File: config.mk
export PLATFORM = sky130hd
export DESIGN_NAME = fetch_unit
export DESIGN_NICKNAME = d
export VERILOG_FILES = /design/src/rtl/nrisc_pkg.sv /design/src/rtl/pc_next.sv /design/src/rtl/fetch_unit.sv
export SDC_FILE = /design/constraint.sdc
export NUM_CORES = 1
export LEC_CHECK = 0
export CAP_MARGIN = 20
export CORE_MARGIN = 5
export CORE_UTILIZATION = 49
export DETAILED_ROUTE_END_ITERATION = 12
export PLACE_DENSITY = 0.82
export SETUP_SLACK_MARGIN = 0.4
export SLEW_MARGIN = 20
export SYNTH_ARGS = -nofsm -noshare
export SYNTH_HDL_FRONTEND = slang
export SYNTH_SLANG_ARGS = --single-unit
File: constraint.sdc
create_clock -name clk -period 2.8 [get_ports clk]
set_input_delay 0.42 -clock clk [delete_from_list [all_inputs] [get_ports clk]]
set_output_delay 0.42 -clock clk [all_outputs]
set_load 0.05 [all_outputs]
File: src/rtl/nrisc_pkg.sv
// Shared nRisc definitions: machine widths, reset PC, halt opcode and the
// address/instruction types used by fetch, decode and program memory.
package nrisc_pkg;

  localparam int ADDR_W  = 8;
  localparam int INSTR_W = 8;

  typedef logic [ADDR_W-1:0]  addr_t;
  typedef logic [INSTR_W-1:0] instr_t;

  localparam addr_t  RESET_PC    = 8'h00;
  localparam instr_t HALT_OPCODE = 8'hFF;

endpackage

File: src/rtl/pc_next.sv
// Next-PC selection for the fetch stage: absolute jump, instr_pc-relative
// branch, sequential increment or hold. All arithmetic wraps modulo 2^ADDR_W.
module pc_next #(
  parameter int ADDR_W = nrisc_pkg::ADDR_W
) (
  input  logic [ADDR_W-1:0] pc,
  input  logic [ADDR_W-1:0] instr_pc,
  input  logic              jump_en,
  input  logic [ADDR_W-1:0] jump_target,
  input  logic              branch_en,
  input  logic [ADDR_W-1:0] branch_offset,
  input  logic              fetch,
  output logic [ADDR_W-1:0] next_pc,
  output logic              redirect
);

  always_comb begin
    // NOTE: every output gets a default first so no path leaves it unassigned (no latch).
    next_pc  = pc;
    redirect = jump_en | branch_en;
    if (jump_en) begin
      next_pc = jump_target;
    end else if (branch_en) begin
      // Offset is two's complement; a same-width add wraps exactly as required.
      next_pc = instr_pc + branch_offset;
    end else if (fetch) begin
      next_pc = pc + ADDR_W'(1);
    end
  end

endmodule

File: src/rtl/fetch_unit.sv
// nRisc instruction fetch: PC register, instruction register with valid/ready
// hand-off to decode, jump/branch redirect with one-bubble flush, halt on HALT_OPCODE.
module fetch_unit #(
  parameter int                   ADDR_W      = nrisc_pkg::ADDR_W,
  parameter int                   INSTR_W     = nrisc_pkg::INSTR_W,
  parameter logic [ADDR_W-1:0]    RESET_PC    = nrisc_pkg::RESET_PC,
  parameter logic [INSTR_W-1:0]   HALT_OPCODE = nrisc_pkg::HALT_OPCODE
) (
  input  logic               clk,
  input  logic               rst_n,
  output logic [ADDR_W-1:0]  pc,
  input  logic [INSTR_W-1:0] memory_instruction,
  output logic [INSTR_W-1:0] instr_out,
  output logic [ADDR_W-1:0]  instr_pc,
  output logic               instr_valid,
  input  logic               instr_ready,
  input  logic               jump_en,
  input  logic [ADDR_W-1:0]  jump_target,
  input  logic               branch_en,
  input  logic [ADDR_W-1:0]  branch_offset,
  output logic               halted
);

  logic              fetch;
  logic              drain;
  logic              redirect;
  logic [ADDR_W-1:0] next_pc;

  // Fetch whenever not halted and the instruction register is empty or being consumed.
  assign fetch = !halted && (!instr_valid || instr_ready);
  assign drain = halted && instr_valid && instr_ready;

  pc_next #(.ADDR_W(ADDR_W)) u_pc_next (
    .pc            (pc),
    .instr_pc      (instr_pc),
    .jump_en       (jump_en),
    .jump_target   (jump_target),
    .branch_en     (branch_en),
    .branch_offset (branch_offset),
    .fetch         (fetch),
    .next_pc       (next_pc),
    .redirect      (redirect)
  );

  // NOTE: sequential state uses non-blocking assignments so every register sees pre-edge values.
  always_ff @(posedge clk or negedge rst_n) begin
    if (!rst_n) begin
      pc          <= RESET_PC;
      instr_out   <= '0;
      instr_pc    <= '0;
      instr_valid <= 1'b0;
      halted      <= 1'b0;
    end else if (redirect) begin
      // Flush: the in-flight instruction is discarded and instr_ready is ignored.
      pc          <= next_pc;
      instr_valid <= 1'b0;
      halted      <= 1'b0;
    end else if (fetch) begin
      pc          <= next_pc;
      instr_out   <= memory_instruction;
      instr_pc    <= pc;
      instr_valid <= 1'b1;
      halted      <= (memory_instruction == HALT_OPCODE);
    end else if (drain) begin
      instr_valid <= 1'b0;
    end
  end

endmodule
==> summary.txt, run 1 <==
Crit Path Max Fanout: 9
CP Depth: 1
Period utilisation layout: 78.08%
Status: completed
Worst-path cell chain: clkdlybuf4s50_1
Post-synth top cells: dfrtp_1 (26), nand2_1 (15), o21ai_0 (10)
Post-synthesis sequential area ratio: 40.34%
Setup TNS: 0 ns
RSZ-0062 raised after global routing: no
VDD IR-drop max: 0.0003611 V
CP required: 2.38 ns
HPWL Detailed: 3160 um
Slew @ Worst Pin: 0.6202 ns
Die width: 67.37 um
# placed instances: 253
Post-synth cell types: 42
Initial DRC count: 108
Fillers: 248
CTS tree: yes
Final Hold Viols: 0
Hold bufs inserted after CTS: 0
Seq. cell area: 650.6 um2
Post-Route WL: 4069 um
Largest net degree at the start of global routing: 27
CP max stage cell: clkdlybuf4s50_1
Postcts setup bufs: 0
FF-to-FF path depth: 8
ANT nets after route: 0
TritonCTS buffer count: 3
Die footprint: 4539 um2
Site row count: 20
Mapped Cells: 154
Mapped cell area: 1613 um2
Comb power frac: 51.8%
Yosys warnings: 0
GRT Residual Overflow: 0
Syn_area_per_cell: 10.47 um2
Area delta synth->final: 40.34%
Worst Path Buf+Inv: 1
Post-CTS sizing: 0
Reg power frac: 32.2%
Final setup viols: 0
Min Hold Slack: 0.4397 ns
Synth Net Count: 192
Max Clock Freq: 0.4574 GHz
Post-synth EDFFs: 0
CTS sink cnt: 26
Clock Tree Buf Depth: 2
Most numerous cell in the Yosys netlist: dfrtp_1
Slew headroom: 58.57%
Global-route wire length before repair: 6810 um
Area of the multi-input gates: 885.9 um2
Vias: 1414
Cell Pwr Density: 730.1 nW/um2
Clk Latency, worst-skew pair: 0.33 ns
Startpoint types: flop
Die Y: 67.37 um
Cell Int Power: 0.0009504 W
Routability cong.: 0.9268
Hold/Removal Path Class: input pin to asynchronous set/reset pin
Initial antenna violation count: 0
Core Area: 3103 um2
Number of global-route vias before repair: 1423
Switch Pwr: 0.0007021 W
Setup crit end: halted
Fin Clk Skew: 0.003036 ns
Top FF cell, synth: dfrtp_1
Port bufs: 54
Worst stage delay on the critical path: 0.87 ns
Share of cells above drive strength 1: 13.62%
Crit-path leading delay family: buffers and inverters
CP Data Arrival Time: 1.77 ns
R2R Setup Slk: 0.80 ns
Top cells by area, synth: dfrtp_1 (40%), mux2_4 (7.4%), ha_1 (6.2%)
Final Critical Period: 2.186 ns
Max cap viols: 0
# H-tree levels: 1
DRC violations left: 0
Clk pwr share: 16.0%
Via/cell ratio: 5.502
CTS root buffer: clkbuf_4
Starting Density: 51.98%
Synth top area share: 40.34%
Total track usage: 19.64%
Critical path class: flop to output port
Io pins: 55
End of the worst register-to-register path: pc[6]$_DFFE_PN0P_
R2r startpoint: instr_pc[0]$_DFFE_PN0P_
Synth Register Bits: 26
Drt wl/cell: 15.83 um
CP endpoint kind: output port
FFs w/ async S/R, synth: 100.0%
Clk slew on worst S/H paths: 0.15 ns
Nets: 252
Crit path from: halted$_DFFE_PN0P_
Non-Filler Instances: 257
DRT Pass-1 Iters: 4
P_leak: 0.9483 nW
Cell accounting for the most synthesized area: dfrtp_1
Final Slew Violations: 0
Ant. Diodes: 0
Sw Share: 42.49%
## cells by family after synthesis
kind of cell               count (synthesis)  share of synthesized area (%)
and+or+nand+nor                           52                          17.77
adders and majority gates                  9                          7.448
xor gates and xnor gates                   6                          3.259
DFF                                       26                          40.34
buffers and inverters                     13                          4.732
muxes                                     18                          14.28
AOI/OAI and AO/OA                         30                          12.18
## worst min path at each step
stage | endpoint | slack, ns | start
final | instr_out[3]$_DFFE_PN0P_ | 0.44 | rst_n
after global placement | instr_out[6]$_DFFE_PN0P_ | 0.49 | instr_out[6]$_DFFE_PN0P_
after detailed placement | instr_out[6]$_DFFE_PN0P_ | 0.50 | instr_out[6]$_DFFE_PN0P_
after floorplan | halted$_DFFE_PN0P_ | 0.12 | rst_n
after CTS | instr_out[3]$_DFFE_PN0P_ | 0.45 | rst_n
after global routing | instr_out[2]$_DFFE_PN0P_ | 0.48 | rst_n
## routing by layer
layer  GRT usage, %  part of all wire (%)  wire length, um
met1          26.11                    42             1712
met2          33.13                    51             2079
met3          2.829                   5.2              213
met4          5.823                   1.6               64
met5              0                     0                0
## cell type report
| cell class | count | share of cell area, % |
|---|---|---|
| multi-input combinational | 115 | 39.14 |
| clock inverter | 1 | 1.327 |
| tap | 44 | 2.432 |
| clock buffer | 3 | 0.9950 |
| inverter | 7 | 1.161 |
| sequential | 26 | 28.75 |
| timing repair buffer | 61 | 26.20 |
## sequential cells by signal, indices dropped and copies added (netlist names)
signal and count:
instr_out 8, instr_pc 8, pc 8, halted 1, instr_valid 1
## power groups by stage
stage	Sequential [W]	Clock (W)	Combinational [W]
3_5_place_dp	0.000539	0	0.000852
3_3_place_gp	0.000534	0	0.000839
5_1_grt	0.000547	0.000279	0.000915
6_report	0.000532	0.000264	0.000857
2_1_floorplan	0.000799	0	0.000303
4_1_cts	0.000532	0.000268	0.000859
## per-stage QoR
stage,total power [W],worst slack [ns],instance area (um2),util (%)
CTS,0.001660,0.5960,2263,72.94
floorplan,0.001101,0.6679,1613,-
global route,0.001741,0.5216,2263,72.94
global placement,0.001373,0.4216,2211,71.25
finish,0.001652,0.6138,2263,72.94
detailed placement,0.001391,0.3349,2211,71.25
## placed cells by master, fill, tap and decap left out, types with 4 or more instances in the layout
cell type	instances
a21oi_1	4
buf_4	7
clkdlybuf4s50_1	54
dfrtp_1	26
ha_1	8
inv_1	7
mux2_2	8
mux2_4	8
nand2_1	15
nand3_1	6
nand4_1	4
nor2_1	6
nor2b_1	5
o21ai_0	10
(Power assumes the default switching activity.)
==> run 2, diff against run 1 <==
--- a/config.mk
+++ b/config.mk
@@ -7,9 +7,9 @@
 export LEC_CHECK = 0
 export CAP_MARGIN = 20
 export CORE_MARGIN = 5
-export CORE_UTILIZATION = 49
+export CORE_UTILIZATION = 45
 export DETAILED_ROUTE_END_ITERATION = 12
-export PLACE_DENSITY = 0.82
+export PLACE_DENSITY = 0.76
 export SETUP_SLACK_MARGIN = 0.4
 export SLEW_MARGIN = 20
 export SYNTH_ARGS = -nofsm -noshare
==> constraint.sdc (replaced) <==
create_clock -name clk -period 2.3 [get_ports clk]
set_input_delay 0.345 -clock clk [delete_from_list [all_inputs] [get_ports clk]]
set_output_delay 0.345 -clock clk [all_outputs]
set_load 0.05 [all_outputs]
==> run 2 against run 1 <==
Compared with the run above: flip-flop and latch count stayed put; count of clock-buffer cells in the layout is 1 higher; clock skew is 0.0024 ns higher; sequential share of layout area is 0.31 points lower; critical path depth stayed put; worst setup slack worse by 0.16 ns; cell count is 0.78% higher.
==> summary.txt, run 2 (synthesized netlist as in run 1, its figures left out) <==
Hold/Removal Path Class: input pin to asynchronous set/reset pin
Cell Pwr Density: 835.6 nW/um2 (+14%)
# H-tree levels: 1 (unchanged)
Nets: 252 (unchanged)
HPWL Detailed: 3221 um (+1.9%)
Slew headroom: 65.35% (+6.8 points)
Max cap viols: 0 (unchanged)
Fillers: 286 (+15%)
Top routing layer used: met4
Startpoint types: flop
CTS sink cnt: 26 (unchanged)
Site row count: 21 (+5.0%)
Die Y: 69.87 um (+3.7%)
Slew @ Worst Pin: 0.5188 ns (-0.1013 ns)
Crit Path Max Fanout: 2 (-7)
Io pins: 55 (unchanged)
Worst stage delay on the critical path: 0.81 ns (-0.06 ns)
Die footprint: 4881 um2 (+7.5%)
Global-route wire length before repair: 7017 um (+3.0%)
Total track usage: 17.43% (-2.2 points)
Routability cong.: 0.8344 (-10%)
Final Slew Violations: 0 (unchanged)
GRT Residual Overflow: 0 (unchanged)
Port bufs: 54 (unchanged)
VDD IR-drop max: 0.0004181 V (+16%)
CP Depth: 1 (unchanged)
CP endpoint kind: output port
Post-Route WL: 4229 um (+3.9%)
P_leak: 1.064 nW (+12%)
Regs by FF count: instr_out x8, instr_pc x8, pc x8
Status: completed
Number of global-route vias before repair: 1511 (+6.2%)
Util after Layout: 67.25% (-5.7 points)
Period utilisation layout: 80.36%
Fin Clk Skew: 0.005466 ns (+0.002430 ns)
Starting Density: 47.22% (-4.8 points)
Crit-path leading delay family: buffers and inverters
DRT Pass-1 Iters: 4 (unchanged)
Drt wl/cell: 16.33 um (+3.1%)
Final Critical Period: 1.848 ns
Postcts setup bufs: 0 (unchanged)
Worst Path Buf+Inv: 1 (unchanged)
Via/cell ratio: 5.440 (-1.1%)
Non-Filler Instances: 259 (+0.78%)
CTS root buffer: clkbuf_4
Setup TNS: 0 ns (unchanged)
Most common cell after layout, fill and taps aside: clkdlybuf4s50_1
Largest net degree at the start of global routing: 27 (unchanged)
Clk Latency, worst-skew pair: 0.32 ns (about the same)
Critical path class: flop to output port
CP Data Arrival Time: 1.50 ns (-0.27 ns)
Most frequent cells in the layout: clkdlybuf4s50_1 (33), dfrtp_1 (24), nand2_1 (15)
Worst-path cell chain: clkdlybuf4s50_1
CP max stage cell: clkdlybuf4s50_1
Core Area: 3416 um2 (+10%)
Die width: 69.87 um (+3.7%)
CTS tree: yes
Hold bufs inserted after CTS: 0 (unchanged)
Area delta synth->final: 42.44%
ANT nets after route: 0 (unchanged)
Wire length on met1: 1773 um (+3.6%)
DRC violations left: 0 (unchanged)
CP required: 1.96 ns (-0.42 ns)
Clock Tree Buf Depth: 2 (unchanged)
Length of routed met3 wiring: 213 um (unchanged)
Met2 WL: 2155 um (+3.7%)
Max Clock Freq: 0.5411 GHz
Final Hold Viols: 0 (unchanged)
Vias: 1409 (-0.35%)
Ant. Diodes: 0 (unchanged)
RSZ-0062 raised after global routing: yes
Initial antenna violation count: 0 (unchanged)
Final setup viols: 0 (unchanged)
TritonCTS buffer count: 3 (unchanged)
# placed instances: 255 (+0.79%)
Share of cells above drive strength 1: 17.84% (+4.2 points)
Initial DRC count: 70 (-35%)
Clk slew on worst S/H paths: 0.14 ns (about the same)
FF-to-FF path depth: 6 (-2)
==> run 2: cell count changes in the layout (fill, tap and decap cells not counted), sizes merged <==
| cell | change |
|---|---|
| dlygate4sd2 | +12 |
| dlymetal6s2s | +9 |
| bufinv | -1 |
| clkbuf | +1 |
| clkdlybuf4s50 | -21 |
==> run 2: metrics by stage <==
| step | worst slack, ns | hold slack (ns) | area [um2] | total power [W] |
|---|---|---|---|---|
| finish | 0.4518 | 0.3808 | 2297 | 0.001919 |
| global route | 0.3479 | 0.3956 | 2297 | 0.002037 |
| CTS | 0.4041 | 0.3856 | 2257 | 0.001918 |
| detailed placement | 0.01983 | 0.4911 | 2231 | 0.001708 |
| global placement | 0.06243 | 0.4911 | 2231 | 0.001682 |
| floorplan | 0.4277 | 0.04941 | 1630 | 0.001349 |
==> run 2: final timing paths <==
kind,slack (ns),to,startpoint
worst min register to register,0.52,instr_out[7]$_DFFE_PN0P_,instr_out[7]$_DFFE_PN0P_
min in group clk,0.52,instr_out[7]$_DFFE_PN0P_,instr_out[7]$_DFFE_PN0P_
max in group asynchronous,1.65,instr_pc[1]$_DFFE_PN0P_,rst_n
worst min-delay path,0.38,instr_pc[5]$_DFFE_PN0P_,rst_n
worst max-delay path,0.45,instr_out[6],instr_out[6]$_DFFE_PN0P_
worst max register to register,0.50,pc[5]$_DFFE_PN0P_,instr_pc[1]$_DFFE_PN0P_
==> run 2: layout make-up <==
type,instances,area (um2),share of cell area [%]
Timing Repair Buffer,61,600.6,26.14
Clock buffer,4,36.28,1.580
Multi-Input combinational cell,115,923.4,40.20
Inverter,7,26.28,1.144
Tap cell,46,57.56,2.505
Sequential cell,26,653.1,28.43
==> run 2: worst reg2reg max path: stages, from the launching register on <==
cell,delay [ns]
dfrtp_2,0.43
ha_1,0.31
a211o_1,0.32
nor3b_2,0.18
a2111oi_2,0.23
a211oi_1,0.09
o21ai_0,0.18
==> run 2: routing by layer <==
metal	global-route usage (%)	vias to the layer above
li1	-	674
met1	21.02	678
met2	30.64	49
met3	3.730	8
met4	5.745	0
met5	0	-
==> run 2: power by group <==
group / internal [W] / switching (W) / total [W] / leakage (nW)
combinational: 0.000411 / 0.000630 / 0.00104 / 0.731
clock: 0.0000968 / 0.000136 / 0.000232 / 0.0210
sequential: 0.000552 / 0.0000943 / 0.000646 / 0.312
total: 0.00106 / 0.000860 / 0.00192 / 1.06
==> run 2: repair_timing <==
item | 4_1_cts | 5_1_grt
pin swaps | 0 | 1
setup endpoints to repair | 15 | 13
gates resized for setup | 14 | 14
==> run 3, diff against run 2 <==
--- a/config.mk
+++ b/config.mk
@@ -7,9 +7,9 @@
 export LEC_CHECK = 0
 export CAP_MARGIN = 20
 export CORE_MARGIN = 5
-export CORE_UTILIZATION = 45
+export CORE_UTILIZATION = 41
 export DETAILED_ROUTE_END_ITERATION = 12
-export PLACE_DENSITY = 0.76
+export PLACE_DENSITY = 0.73
 export SETUP_SLACK_MARGIN = 0.4
 export SLEW_MARGIN = 20
 export SYNTH_ARGS = -nofsm -noshare
==> constraint.sdc (replaced) <==
create_clock -name clk -period 1.5 [get_ports clk]
set_input_delay 0.225 -clock clk [delete_from_list [all_inputs] [get_ports clk]]
set_output_delay 0.225 -clock clk [all_outputs]
set_load 0.05 [all_outputs]
==> run 3 against run 2 <==
Compared with the run above: the flow now finishes with violations (negative setup slack); global-route usage up 5.6 points; cell count rose by 17%; via count increased by 28%; worst hold slack lost 0.067 ns; register-to-register slack worse by 0.81 ns; critical path type is now flop to flop; largest cell class is now buffers.
==> summary.txt, run 3 (synthesized netlist as in run 1, its figures left out) <==
Worst-path cell chain: ha_4 -> inv_2 -> fa_2 -> nor2b_4 -> o21ai_2 -> a21oi_2 -> mux2i_1 -> o21ai_1
RSZ-0062 raised after global routing: yes
Clk slew on worst S/H paths: 0.10 ns (-0.04 ns)
Global-route wire length before repair: 9273 um (+32%)
Worst Path Buf+Inv: 1 (unchanged)
CP max stage cell: dfrtp_2
Hold/Removal Path Class: input pin to asynchronous set/reset pin
Sw Share: 39.85% (-5.0 points)
Length of routed met3 wiring: 510 um (+140%)
CP required: 1.67 ns (-0.29 ns)
Slew headroom: 66.01% (+0.65 points)
Most common cell after layout, fill and taps aside: buf_6
Routability cong.: 0.8916 (+6.9%)
Cell Int Power: 0.002564 W (+140%)
Max cap viols: 0 (unchanged)
Ant. Diodes: 0 (unchanged)
Final Hold Viols: 0 (unchanged)
Number of global-route vias before repair: 1850 (+22%)
Setup ws final: -0.3079 ns (-0.7596 ns)
Total power: 0.004262 W (+120%)
P_leak: 1.363 nW (+28%)
Port bufs: 54 (unchanged)
Startpoint types: flop
Switch Pwr: 0.001698 W (+98%)
Final Critical Period: 1.808 ns
Vias: 1804 (+28%)
CP endpoint kind: flop
DRC violations left: 0 (unchanged)
Share of cells above drive strength 1: 49.41% (+32 points)
CTS root buffer: clkbuf_8
Fin Clk Skew: 0.005873 ns (+0.0004068 ns)
Die width: 72.72 um (+4.1%)
Via/cell ratio: 5.954 (+9.4%)
Nets: 294 (+17%)
Final setup viols: 22 (+22)
Starting Density: 43.08% (-4.1 points)
Cell Pwr Density: 1388 nW/um2 (+66%)
Io pins: 55 (unchanged)
Critical path class: flop to flop
Clk Latency, worst-skew pair: 0.28 ns (-0.04 ns)
Wire length on met1: 2342 um (+32%)
Period utilisation layout: 120.5%
Fin area: 3070 um2 (+34%)
Regs by FF count: instr_out x8, instr_pc x8, pc x8
Die Y: 72.72 um (+4.1%)
Initial antenna violation count: 0 (unchanged)
ANT nets after route: 0 (unchanged)
Placed cell area: 2673 um2 (+20%)
DRT Pass-1 Iters: 4 (unchanged)
Most frequent cells in the layout: buf_6 (29), buf_4 (26), clkdlybuf4s50_1 (23)
CP Data Arrival Time: 1.98 ns (+0.48 ns)
Met2 WL: 3339 um (+55%)
CTS tree: yes
HPWL Detailed: 3764 um (+17%)
CTS sink cnt: 26 (unchanged)
TritonCTS buffer count: 3 (unchanged)
R2r startpoint: instr_pc[0]$_DFFE_PN0P_
Clk pwr share: 14.4% (+2.3 points)
# H-tree levels: 1 (unchanged)
GRT Residual Overflow: 0 (unchanged)
Final Slew Violations: 0 (unchanged)
End of the worst register-to-register path: pc[6]$_DFFE_PN0P_
Max Clock Freq: 0.5531 GHz
Drt wl/cell: 21.51 um (+32%)
Reg power frac: 23.8% (-9.9 points)
# placed instances: 284 (+11%)
Pre-CTS setup slack: -0.6497 ns (-0.6695 ns)
FF-to-FF path depth: 8 (+2)
Slew @ Worst Pin: 0.5052 ns (-0.01363 ns)
Largest net degree at the start of global routing: 27 (unchanged)
Area delta synth->final: 90.38%
R2R Setup Slk: -0.31 ns (-0.81 ns)
Comb power frac: 61.8% (+7.6 points)
Non-Filler Instances: 303 (+17%)
Setup TNS: -2.106 ns (-2.106 ns)
Crit Path Max Fanout: 3 (+1)
Crit-path leading delay family: adder cells
Core Area: 3744 um2 (+9.6%)
Worst stage delay on the critical path: 0.41 ns (-0.40 ns)
Die footprint: 5288 um2 (+8.3%)
Site row count: 22 (+4.8%)
Clock Tree Buf Depth: 2 (unchanged)
VDD IR-drop max: 0.0007089 V (+70%)
Post-Route WL: 6518 um (+54%)
Failing checks: negative setup slack
Fillers: 202 (-29%)
Status: complete, but fails checks
Initial DRC count: 103 (+47%)
Total track usage: 23.05% (+5.6 points)
Top routing layer used: met4
-- run 3: changes by cell type in the layout (fill, tap and decap cells not counted), sizes merged --
cell           before  now
bufinv              0    1
clkdlybuf4s50      33   23
dlygate4sd2        12    5
buf                 7   75
dlymetal6s2s        9    0
clkbuf              4    3
-- run 3: area by class of cell --
cell class | instances | area [um2] | area share [%]
repair buffers | 103 | 1199 | 39.04
multi-input cells | 115 | 1054 | 34.31
flip-flops and latches | 26 | 660.6 | 21.52
well taps | 48 | 60.06 | 1.956
clock buffers | 3 | 41.29 | 1.345
clock inverters | 1 | 30.03 | 0.9780
inverters | 7 | 26.28 | 0.8557
-- run 3: worst max path at each step --
| stage | endpoint | from | cells past startpoint |
|---|---|---|---|
| 2_1_floorplan | pc[6]$_DFFE_PN0P_ | instr_pc[0]$_DFFE_PN0P_ | 8 |
| 3_3_place_gp | pc[6]$_DFFE_PN0P_ | branch_offset[0] | 9 |
| 3_5_place_dp | pc[6]$_DFFE_PN0P_ | branch_offset[0] | 9 |
| 4_1_cts | pc[7]$_DFFE_PN0P_ | instr_pc[1]$_DFFE_PN0P_ | 6 |
| 5_1_grt | pc[6]$_DFFE_PN0P_ | instr_pc[0]$_DFFE_PN0P_ | 8 |
| 6_report | pc[6]$_DFFE_PN0P_ | instr_pc[0]$_DFFE_PN0P_ | 8 |
-- run 3: per-stage QoR --
step,hold slack (ns),util [%]
final,0.3136,82.02
after global routing,0.3671,82.02
after CTS,0.3278,78.71
after detailed placement,0.4947,71.39
after global placement,0.4968,71.39
after floorplan,-0.07059,-
-- run 3: metal layers --
metal  up-vias  global-route usage (%)
met4         0                   13.32
met2       124                   41.08
li1        759                       -
met1       885                   24.83
met3        36                   5.096
met5         -                       0
-- run 3: power groups by stage --
stage	clock network, W	registers (W)	logic (W)
2_1_floorplan	0	0.00151	0.000634
3_3_place_gp	0	0.000978	0.00222
3_5_place_dp	0	0.000987	0.00227
4_1_cts	0.000603	0.000998	0.00247
5_1_grt	0.000633	0.00103	0.00275
6_report	0.000612	0.00102	0.00263
-- run 3: repair_timing --
action | 4_1_cts | 5_1_grt
resized for setup | 44 | 14
hold endpoints to repair | 0 | 0
setup buffers | 5 | 9
cloned | 1 | 0
pin swaps | 10 | 7
setup endpoints to repair | 43 | 49
hold buffers | 0 | 0
